## config.mk

```make
export PLATFORM = sky130hd
export DESIGN_NAME = instr_sequencer
export DESIGN_NICKNAME = d
export VERILOG_FILES = /design/src/rtl/seq_pkg.sv /design/src/rtl/seq_wait_timer.sv /design/src/rtl/instr_sequencer.sv
export SDC_FILE = /design/constraint.sdc
export NUM_CORES = 1
export LEC_CHECK = 0
export ABC_AREA = 0
export CAP_MARGIN = 20
export CORE_MARGIN = 5
export CORE_UTILIZATION = 42
export CTS_CLUSTER_DIAMETER = 80
export DETAILED_ROUTE_END_ITERATION = 8
export PLACE_DENSITY = 0.75
export SLEW_MARGIN = 20
export SYNTH_ARGS = -nofsm -noshare
export SYNTH_HDL_FRONTEND = slang
export SYNTH_HIERARCHICAL = 1
export SYNTH_SLANG_ARGS = --single-unit
```

## constraint.sdc

```tcl
create_clock -name clk -period 2.5 [get_ports clk]
set_clock_uncertainty 0.1 [all_clocks]
set_input_delay 0.75 -clock clk [delete_from_list [all_inputs] [get_ports clk]]
set_output_delay 0.75 -clock clk [all_outputs]
set_load 0.1 [all_outputs]
```

## src/rtl/seq_pkg.sv

```systemverilog
// Shared types for the instruction sequencer: FSM states and opcode encodings.
package seq_pkg;

   typedef enum logic [2:0] {
      S_IDLE,
      S_FETCH,
      S_DECODE,
      S_EXEC,
      S_MEM,
      S_WB,
      S_HALT
   } state_t;

   typedef logic [2:0] opcode_t;

   localparam opcode_t OP_LOAD  = 3'b110;
   localparam opcode_t OP_STORE = 3'b111;

endpackage

```

## src/rtl/seq_wait_timer.sv

```systemverilog
// Wait-cycle counter for memory handshakes; done flags the last permitted wait cycle.
module seq_wait_timer #(
   parameter int TIMEOUT_CYC = 16
) (
   input  logic clk,
   input  logic reset,
   input  logic clear,
   input  logic enable,
   output logic done
);

   localparam int TW = $clog2(TIMEOUT_CYC + 1);

   logic [TW-1:0] count;

   always_ff @(posedge clk) begin
      if (reset || clear)
         count <= '0;
      else if (enable)
         count <= count + TW'(1);
   end

   // Count holds the waits already spent, so this cycle is wait number TIMEOUT_CYC.
   assign done = enable && (count == TW'(TIMEOUT_CYC - 1));

endmodule

```

## src/rtl/instr_sequencer.sv

```systemverilog
// Multi-cycle fetch/decode/execute sequencer driving the 16-bit lab datapath
// through req/ack handshakes to instruction and data memory.
module instr_sequencer
   import seq_pkg::*;
#(
   parameter int          PC_W        = 8,
   parameter logic [15:0] HALT_INSTR  = 16'h0000,
   parameter int          TIMEOUT_CYC = 16
) (
   input  logic            clk,
   input  logic            reset,
   input  logic            start,
   output logic [PC_W-1:0] imem_addr,
   output logic            imem_req,
   input  logic            imem_ack,
   input  logic [15:0]     imem_rdata,
   output logic [15:0]     instr,
   output logic [2:0]      alu_cntr,
   output logic            alu_or_m,
   output logic            dmem_req,
   output logic            dmem_we,
   input  logic            dmem_ack,
   output logic            rf_we,
   output logic            busy,
   output logic            halted,
   output logic            err
);

   state_t          state;
   logic [PC_W-1:0] pc;
   logic [15:0]     ir;
   opcode_t         op;
   logic            is_mem;
   logic            waiting;
   logic            timed_out;

   assign op        = ir[15:13];
   assign is_mem    = (op == OP_LOAD) || (op == OP_STORE);
   assign imem_addr = pc;
   assign instr     = ir;
   assign alu_cntr  = op;
   assign alu_or_m  = (op == OP_LOAD);

   // Any cycle in a handshake state without its ack is a wait; anything else restarts the count.
   assign waiting = ((state == S_FETCH) && !imem_ack) || ((state == S_MEM) && !dmem_ack);

   seq_wait_timer #(.TIMEOUT_CYC(TIMEOUT_CYC)) u_timer (
      .clk    (clk),
      .reset  (reset),
      .clear  (!waiting),
      .enable (waiting),
      .done   (timed_out)
   );

   // Outputs are registered together with the state so each one is exact to its state's cycles.
   always_ff @(posedge clk) begin
      if (reset) begin
         state    <= S_IDLE;
         pc       <= '0;
         ir       <= '0;
         err      <= 1'b0;
         imem_req <= 1'b0;
         dmem_req <= 1'b0;
         dmem_we  <= 1'b0;
         rf_we    <= 1'b0;
         busy     <= 1'b0;
         halted   <= 1'b0;
      end else begin
         rf_we <= 1'b0;
         case (state)
            S_IDLE: begin
               if (start) begin
                  state    <= S_FETCH;
                  imem_req <= 1'b1;
                  busy     <= 1'b1;
               end
            end
            S_FETCH: begin
               if (imem_ack) begin
                  ir       <= imem_rdata;
                  imem_req <= 1'b0;
                  state    <= S_DECODE;
               end else if (timed_out) begin
                  err      <= 1'b1;
                  imem_req <= 1'b0;
                  busy     <= 1'b0;
                  halted   <= 1'b1;
                  state    <= S_HALT;
               end
            end
            S_DECODE: begin
               if (ir == HALT_INSTR) begin
                  busy   <= 1'b0;
                  halted <= 1'b1;
                  state  <= S_HALT;
               end else begin
                  state <= S_EXEC;
               end
            end
            S_EXEC: begin
               if (is_mem) begin
                  dmem_req <= 1'b1;
                  dmem_we  <= (op == OP_STORE);
                  state    <= S_MEM;
               end else begin
                  rf_we <= 1'b1;
                  state <= S_WB;
               end
            end
            S_MEM: begin
               if (dmem_ack) begin
                  dmem_req <= 1'b0;
                  dmem_we  <= 1'b0;
                  if (op == OP_STORE) begin
                     pc       <= pc + PC_W'(1);
                     imem_req <= 1'b1;
                     state    <= S_FETCH;
                  end else begin
                     rf_we <= 1'b1;
                     state <= S_WB;
                  end
               end else if (timed_out) begin
                  err      <= 1'b1;
                  dmem_req <= 1'b0;
                  dmem_we  <= 1'b0;
                  busy     <= 1'b0;
                  halted   <= 1'b1;
                  state    <= S_HALT;
               end
            end
            S_WB: begin
               pc       <= pc + PC_W'(1);
               imem_req <= 1'b1;
               state    <= S_FETCH;
            end
            S_HALT: begin
               state <= S_HALT;
            end
            default: begin
               state <= S_IDLE;
            end
         endcase
      end
   end

endmodule

```

======== Yosys cells after proc, flatten, opt, wreduce, memory -nomap -nowiden ========
Cells that the tools add are included.
word-level totals
  flip-flop bits (word level) ............. 39
  word-level logic and storage cells ...... 95
cells by class
  equality and inequality tests ........... 18
  reductions and logical operators ........ 24
  $add $sub $neg .......................... 2
  mux-type cells .......................... 40
operators with widths
  cell                                                 number
  2-to-1 mux 1 bit                                     23
  case mux 3 bit (7 select lines)                      1
  2-to-1 mux 3 bit                                     6
  zero test 16 bit                                     1
  2-to-1 mux 8 bit                                     2
  case mux 8 bit (2 select lines)                      1
  equality test 3 bit, second input constant           5
  != test 2 bit, second input constant                 7
  AND reduction 5 bit                                  2
  AND reduction 3 bit                                  3
  adder 8 x 1 -> 8 bit, second input constant          1
  case mux 1 bit (2 select lines)                      4
  case mux 1 bit (4 select lines)                      2
  nonzero test 4 bit                                   2
  equality test 3 x 2 -> 1 bit, second input constant  2
  != test 3 bit, second input constant                 2
  nonzero test 2 bit                                   3
  adder 5 x 1 -> 5 bit, second input constant          1
  equality test 5 x 4 -> 1 bit, second input constant  1
  AND reduction 4 bit                                  1
  equality test 3 x 1 -> 1 bit, second input constant  1
  logical AND 1 bit                                    3
  zero test 1 bit                                      3
  zero test 3 bit                                      1
  4 further kinds                                      6

======== Depth between registers and ports, before layout ========
Gate-level depths: netlist of run 1.
  depth after elaboration ................. 7
  mapped depth ............................ 9

======== Modules after synthesis ========
Netlist of run 1, hierarchy kept.
modules (own cells, without submodules)
  module           area an instance (µm²)  seq. area each (µm²)  times used  cells each
  instr_sequencer  1605.3                  680.7                 1           196
  seq_wait_timer   272.8                   100.1                 1           25

======== Worst setup path after synthesis of run 1 ========
Ideal clock, no wire load.
  path kind ............................... register to output
  start point ............................. register ir[14] (netlist: instr[14])
  end point ............................... output alu_or_m
  slack ................................... -875 ps
  stages on the path, launching flop included .. 3
  required time ........................... 1650 ps
  arrival time ............................ 2525 ps
  path buffers ............................ 0
  cell sequence ........................... dfxtp_1 nand2_1 nor2_1
between the ends
  word-level cells in the longest chain between the ends .. 1
RTL lines
  element                 line                   source
  start, declared         instr_sequencer.sv:31  logic [15:0] ir;
  start signal, assigned  instr_sequencer.sv:80  ir <= imem_rdata;
  equality test 3 bit     instr_sequencer.sv:42  assign alu_or_m = (op == OP_LOAD);
  end, declared           instr_sequencer.sv:19  output logic alu_or_m,
Every way passes these cells.

======== Worst setup path in the final report of run 1 ========
  start point ............................. input imem_ack
  end point ............................... register halted
between the ends
  word-level cells in the longest chain between the ends .. 7
  elaborated cells between the ends (all ways) .. 10
  those cells by class .................... eq/ne: 1; mux: 4; reduce/logical: 5
RTL lines
  element                            line                   source
  start, declared                    instr_sequencer.sv:15  input logic imem_ack,
  zero test 1 bit *                  instr_sequencer.sv:45  assign waiting = ((state == S_FETCH) && !imem_ack) || ((state == S_MEM) && !dmem_ack);
  logical AND 1 bit *                instr_sequencer.sv:45
  logical OR 1 bit *                 instr_sequencer.sv:45
  named net waiting                  instr_sequencer.sv:34  logic waiting;
  logical AND 1 bit *                seq_wait_timer.sv:24   assign done = enable && (count == TW'(TIMEOUT_CYC - 1));
  named net timed_out                instr_sequencer.sv:35  logic timed_out;
  2-to-1 mux 1 bit *                 -
  2-to-1 mux 1 bit                   -
  case mux 1 bit (3 select lines) *  -
  end signal, assigned               instr_sequencer.sv:67  halted <= 1'b0;
  end signal, assigned               instr_sequencer.sv:87  halted <= 1'b1;
  end signal, assigned               instr_sequencer.sv:94  halted <= 1'b1;
  end, declared                      instr_sequencer.sv:25  output logic halted,
Mark *: on every way through the listed nets, which the timed path passes. The rest lies on a longest branch. The select of a mux whose other input is x is not followed.
A chain may end at the register's enable or synchronous reset.

==> impl_metrics.json, run 1 <==
{
  "run_status": "completed",
  "yosys_register_bits": 39,
  "setup-violations-final": 0,
  "netlist_area_um2": 1878,
  "worst_setup_path_end_kind": "flop",
  "worstSkewPairLatency_ns": 0.29,
  "cts_htree_levels": 2,
  "core-area_um2": 4354,
  "height_of_the_die_um": 76.87,
  "critical_path_arrival_ns": 2.35,
  "grt_setup_unrepaired": "no",
  "power.share.switching": 0.3398,
  "achievable-frequency_mhz": 447.6,
  "fin_area_um2": 2641,
  "ir_drop_uv": 297.5,
  "drt_first_pass_iters": 4,
  "drt-vias-per-instance": 5.234,
  "design.die.area_um2": 5909,
  "postSynth.topFlopCell": "sky130_fd_sc_hd__dfxtp_1",
  "place_congestion": 0.8797,
  "placed_area_um2": 2502,
  "top_layer_used": "met4",
  "syn2layout_area_growth_pct": 40.64,
  "power.internal_w": 0.0009684,
  "routed_wirelength_um": 4571,
  "area_used_by_multi_input_combinational_logic_um2": 1041,
  "syn-num-nets": 245,
  "timing.critical_path.fanout_max": 4,
  "cp-start-kind": "primary input",
  "critical_path_required_ns": 2.62,
  "routed-wl-met2_um": 2262,
  "detailed_place_hpwl_um": 3407,
  "clkPwrFrac": 0.276,
  "total_number_of_placement_rows": 24,
  "grt.total_usage": 0.1572,
  "synth-async-reset-ratio": 0,
  "detailroute.via_count": 1790,
  "total_leakage_power_nw": 1.030,
  "fill_cells": 398,
  "report.final.hold_viol_count": 0,
  "seq_power_share": 0.460,
  "min_period_ns": 2.234,
  "root_buffer": "sky130_fd_sc_hd__clkbuf_8",
  "numPlacedInstances": 331,
  "grt_overflow_total": 0,
  "layout.cells.most_common": "sky130_fd_sc_hd__buf_4",
  "buffer_ports.inserted": 55,
  "hold_path.class": "flop to flop",
  "worst_slew_pin_slew_ns": 0.8091,
  "power.density_cell_area_nw_per_um2": 555.4,
  "sequential_share_of_the_synthesized_area": 0.4157,
  "drc": 0,
  "cts_sinks": 39,
  "final_net_count": 313,
  "post_cts_clock_slew_at_the_launch_and_capture_registers_of_the_worst_setup_and_hold_paths_ns": 0.07,
  "layout_cells_sized_above_1": 0.2793,
  "start_util": 0.4313,
  "detailroute.wirelength.met3_um": 330,
  "tns_ns": 0,
  "drtIter0Drc": 54,
  "finalNonFillerCells": 342,
  "number_of_distinct_library_cells_after_synthesis": 51,
  "io_pins": 56,
  "met1_length_um": 1927,
  "fp.dieW_um": 76.87,
  "relSlewSlack": 0.4599,
  "layout_common_cells": "sky130_fd_sc_hd__buf_4, sky130_fd_sc_hd__nand2_1, sky130_fd_sc_hd__dfxtp_1, sky130_fd_sc_hd__a21oi_1",
  "ff_latch_area_um2": 783.3,
  "comb_power_share": 0.264,
  "routedWlPerCell_um": 13.37,
  "timing_max_transition_violations_final": 0,
  "max_cap_violations": 0,
  "antenna_found_initial": 0,
  "cts_inserted_buffers": 5,
  "synth-edff-count": 0,
  "synth-warning-count": 6,
  "final_critical_path_share_of_the_clock_period": 0.8937,
  "n_antenna_cell": 0,
  "crit_type": "primary input to flop",
  "netlist_instances": 221,
  "cts_tree": "done",
  "antenna_violating_nets_post_route": 0,
  "grt_max_degree": 24,
  "grt_pass1_wl_um": 7707,
  "syn_avg_cell_area_um2": 8.498,
  "cts_buffer_depth": 2,
  "net_switching_power_w": 0.0004985,
  "via_count_of_the_first_global_routing_pass": 1691
}
## metal layers
| layer | global-route usage | vias to the layer above |
|---|---|---|
| met5 | 0 | - |
| met4 | 0.06119 | 0 |
| met3 | 0.05152 | 4 |
| met2 | 0.2513 | 61 |
| met1 | 0.1945 | 818 |
| li1 | - | 907 |
## power by group through the flow
stage                     Clock, W  Combinational (W)  Sequential, W
after floorplan                  0           0.000137       0.000817
after global placement           0           0.000383       0.000688
after detailed placement         0           0.000385       0.000688
after CTS                 0.000417           0.000388       0.000675
after global routing      0.000446           0.000411       0.000680
final                     0.000405           0.000387       0.000675
## logic make-up after synthesis
logic type | after synthesis | synth area share
adders and majority gates | 3 | 0.01999
DFF | 39 | 0.4157
xor gates and xnor gates | 7 | 0.03265
buffers and inverters | 18 | 0.05130
and+or+nand+nor | 106 | 0.3011
AOI/OAI and AO/OA | 45 | 0.1579
muxes | 3 | 0.02132
## cells in the mapped netlist, types with 2 or more instances
cell | instances | share of area
sky130_fd_sc_hd__nand2_1 | 40 | 0.080
sky130_fd_sc_hd__dfxtp_1 | 39 | 0.42
sky130_fd_sc_hd__a21oi_1 | 25 | 0.067
sky130_fd_sc_hd__nor2_1 | 19 | 0.038
sky130_fd_sc_hd__xnor2_1 | 7 | 0.033
sky130_fd_sc_hd__nor3_1 | 6 | 0.016
sky130_fd_sc_hd__clkbuf_1 | 5 | 0.010
sky130_fd_sc_hd__nor4_1 | 5 | 0.017
sky130_fd_sc_hd__buf_4 | 4 | 0.016
sky130_fd_sc_hd__inv_1 | 4 | 0.0080
sky130_fd_sc_hd__nand3_1 | 4 | 0.011
sky130_fd_sc_hd__o21ai_0 | 4 | 0.011
sky130_fd_sc_hd__a31oi_1 | 3 | 0.010
sky130_fd_sc_hd__ha_1 | 3 | 0.020
sky130_fd_sc_hd__nand2b_1 | 3 | 0.010
sky130_fd_sc_hd__nand3b_1 | 3 | 0.012
sky130_fd_sc_hd__nor2b_1 | 3 | 0.010
sky130_fd_sc_hd__nor3b_1 | 3 | 0.012
sky130_fd_sc_hd__a211oi_1 | 2 | 0.0080
sky130_fd_sc_hd__and2_1 | 2 | 0.0067
sky130_fd_sc_hd__buf_2 | 2 | 0.0053
sky130_fd_sc_hd__mux2_4 | 2 | 0.016
sky130_fd_sc_hd__nand4_1 | 2 | 0.0067
sky130_fd_sc_hd__or2_2 | 2 | 0.0067
sky130_fd_sc_hd__or3_1 | 2 | 0.0067
sky130_fd_sc_hd__or3b_2 | 2 | 0.0093
## worst max-delay path, stage by stage
cell and delay (ns):
sky130_fd_sc_hd__dlymetal6s2s_1 0.14, sky130_fd_sc_hd__or3b_4 0.37, sky130_fd_sc_hd__a21oi_2 0.16, sky130_fd_sc_hd__and2_4 0.19, sky130_fd_sc_hd__nand2b_1 0.07, sky130_fd_sc_hd__or3_4 0.37
sky130_fd_sc_hd__o211a_1 0.12, sky130_fd_sc_hd__nor3_2 0.17
## registers in the layout (all words and copies together) (netlist names)
signal,count
instr,16
imem_addr,8
u_timer/count,5
state,3
busy,1
dmem_req,1
dmem_we,1
err,1
halted,1
imem_req,1
rf_we,1
## timing repair
action / CTS / global route
setup endpoints to repair: 3 / 2
setup buffers: 2 / 1
hold buffers: 0 / 0
resized for setup: 3 / 5
pin swaps: 5 / 3
## cell type report
type | instances | share of cell area
multi-input combinational | 164 | 0.3941
sequential | 39 | 0.2965
timing repair buffer | 75 | 0.2482
clock buffer | 7 | 0.02890
tap | 52 | 0.02463
inverter | 4 | 0.005685
clock inverter | 1 | 0.001895
## through the flow
| stage | hold slack [ns] | setup slack, ns | util | total power, W |
|---|---|---|---|---|
| 6_report | 0.3706 | 0.2658 | 0.6066 | 0.001467 |
| 5_1_grt | 0.3927 | 0.1377 | 0.6066 | 0.001536 |
| 4_1_cts | 0.3747 | 0.02139 | 0.5991 | 0.001480 |
| 3_5_place_dp | 0.3644 | -0.4336 | 0.5747 | 0.001074 |
| 3_3_place_gp | 0.3422 | -0.3641 | 0.5747 | 0.001071 |
| 2_1_floorplan | 0.3961 | 0.005601 | - | 0.0009535 |
## worst paths after layout
| path | slack (ns) | from | depth (start not counted) | endpoint |
|---|---|---|---|---|
| setup / recovery | 0.27 | imem_ack | 8 | halted$_SDFFE_PP0P_ |
| hold / removal | 0.37 | dmem_we$_SDFFE_PP0P_ | 2 | dmem_we$_SDFFE_PP0P_ |
| setup reg to reg | 0.29 | state[0]$_SDFFE_PP0P_ | 7 | halted$_SDFFE_PP0P_ |
| hold reg to reg | 0.37 | dmem_we$_SDFFE_PP0P_ | 2 | dmem_we$_SDFFE_PP0P_ |
Power figures use the tool's default switching activity.
==> inputs of run 2 (changes only) <==
- CORE_MARGIN: 5 -> unset
==> impl_metrics.json, run 2 (same netlist as run 1, synthesis figures left out) <==
{
  "run_status": "completed",
  "report.final.hold_viol_count": 0,
  "clkPwrFrac": 0.303,
  "antenna_violating_nets_post_route": 0,
  "drt_first_pass_iters": 4,
  "cts_sinks": 39,
  "crit_type": "primary input to flop",
  "n_antenna_cell": 0,
  "power.internal_w": 0.001023,
  "worst_setup_path_end_kind": "flop",
  "setup-violations-final": 0,
  "grt_setup_unrepaired": "no",
  "timing_max_transition_violations_final": 0,
  "seq_power_share": 0.440,
  "numPlacedInstances": 328,
  "io_pins": 56,
  "timing.critical_path.fanout_max": 6,
  "relSlewSlack": 0.6358,
  "critical_path.top_delay_family": "simple AND/OR/NAND/NOR gates",
  "total_number_of_placement_rows": 23,
  "syn2layout_area_growth_pct": 40.51,
  "finalNonFillerCells": 337,
  "total_leakage_power_nw": 1.028,
  "drtIter0Drc": 104,
  "critical_path_required_ns": 2.62,
  "p_total_w": 0.001521,
  "critical_path_arrival_ns": 2.36,
  "root_buffer": "sky130_fd_sc_hd__clkbuf_8",
  "max_cap_violations": 0,
  "core-area_um2": 4144,
  "detailroute.via_count": 1752,
  "postLayoutCoreUtil": 0.6368,
  "antenna_found_initial": 0,
  "min_period_ns": 2.242,
  "final_net_count": 310,
  "routed_wirelength_um": 4627,
  "cts_tree": "done",
  "hold_path.class": "flop to flop",
  "critical_path.slowest_cell": "sky130_fd_sc_hd__or3b_2",
  "height_of_the_die_um": 68.87,
  "tns_ns": 0,
  "routedWlPerCell_um": 13.73,
  "grt_pass1_wl_um": 7093,
  "buffer_ports.inserted": 55,
  "power.share.switching": 0.3278,
  "worst_slew_pin_slew_ns": 0.5392,
  "holdWs_ns": 0.3722,
  "cp_num_buf_inv": 1,
  "final_critical_path_share_of_the_clock_period": 0.8970,
  "worstSkewPairLatency_ns": 0.29,
  "fp.dieW_um": 68.87,
  "via_count_of_the_first_global_routing_pass": 1591,
  "critPathMaxStageDelay_ns": 0.45,
  "cts_inserted_buffers": 5,
  "place_congestion": 0.8401,
  "post_cts_clock_slew_at_the_launch_and_capture_registers_of_the_worst_setup_and_hold_paths_ns": 0.07,
  "cp-start-kind": "primary input",
  "detailed_place_hpwl_um": 3305,
  "achievable-frequency_mhz": 446.0,
  "start_util": 0.4532,
  "grt.total_usage": 0.2037,
  "crit_chain": "dlymetal6s2s_1 -> or3b_2 -> a21oi_2 -> and2_4 -> nand2b_4 -> or3_4 -> o211a_1 -> nor3_1",
  "flip_flop_count_of_the_largest_register_after_layout": 16,
  "design.die.area_um2": 4743,
  "ir_drop_uv": 370.2,
  "layout_common_cells": "sky130_fd_sc_hd__buf_4, sky130_fd_sc_hd__nand2_1, sky130_fd_sc_hd__dfxtp_1, sky130_fd_sc_hd__a21oi_1",
  "cts_buffer_depth": 2,
  "cts-hold-fix-buffers": 0,
  "grt_overflow_total": 0,
  "grt_max_degree": 21,
  "layout_cells_sized_above_1": 0.2787,
  "layout.cells.most_common": "sky130_fd_sc_hd__buf_4",
  "cts_htree_levels": 2,
  "drt-vias-per-instance": 5.199,
  "power.density_cell_area_nw_per_um2": 576.6,
  "comb_power_share": 0.258,
  "net_switching_power_w": 0.0004988,
  "drc": 0
}
==> run 2: timing repair <==
item | 4_1_cts | 5_1_grt
endpoints found under the setup margin | 1 | 4
gates resized for setup | 0 | 8
buffers inserted | 0 | 1
pin swaps | 1 | 3
==> run 2: worst min-delay path, stage by stage, from the launching register on <==
cell	delay, ns
sky130_fd_sc_hd__dfxtp_1	0.31
sky130_fd_sc_hd__nand3_1	0.06
sky130_fd_sc_hd__a21oi_1	0.06
==> run 2: cell type report <==
class / instances / area, um2
fillers: 362 / 1505
multi-input cells: 164 / 1045
flip-flops and latches: 39 / 783.3
repair buffers: 72 / 633.1
clock buffers: 8 / 100.1
well taps: 50 / 62.56
inverters: 4 / 15.01
==> run 2: stage by stage <==
step	setup slack [ns]	area, um2
floorplan	0.005601	1891
global placement	-0.2952	2492
detailed placement	-0.3283	2492
CTS	0.002979	2592
global route	0.1873	2639
finish	0.2576	2639
==> run 2: worst paths after layout <==
check                                             to  depth (start not counted)  slack (ns)             startpoint
worst max-delay path             halted$_SDFFE_PP0P_                          8        0.26               imem_ack
worst min-delay path            dmem_we$_SDFFE_PP0P_                          2        0.37   dmem_we$_SDFFE_PP0P_
worst max register to register   halted$_SDFFE_PP0P_                          7        0.49  state[0]$_SDFFE_PP0P_
worst min register to register  dmem_we$_SDFFE_PP0P_                          2        0.37   dmem_we$_SDFFE_PP0P_
==> run 2: routing by layer <==
layer,routed length (um),share of wire,track usage,vias up
li1,-,-,-,901
met1,2154,0.47,0.2642,803
met2,2200,0.48,0.3119,44
met3,219,0.047,0.05099,4
met4,53,0.011,0.1020,0
met5,0,0,0,-
==> run 2: power groups by stage <==
stage,Combinational [W],Sequential (W),Clock (W)
3_3_place_gp,0.000387,0.000682,0
5_1_grt,0.000414,0.000672,0.000501
3_5_place_dp,0.000389,0.000682,0
2_1_floorplan,0.000137,0.000817,0
6_report,0.000392,0.000669,0.000461
4_1_cts,0.000390,0.000668,0.000470
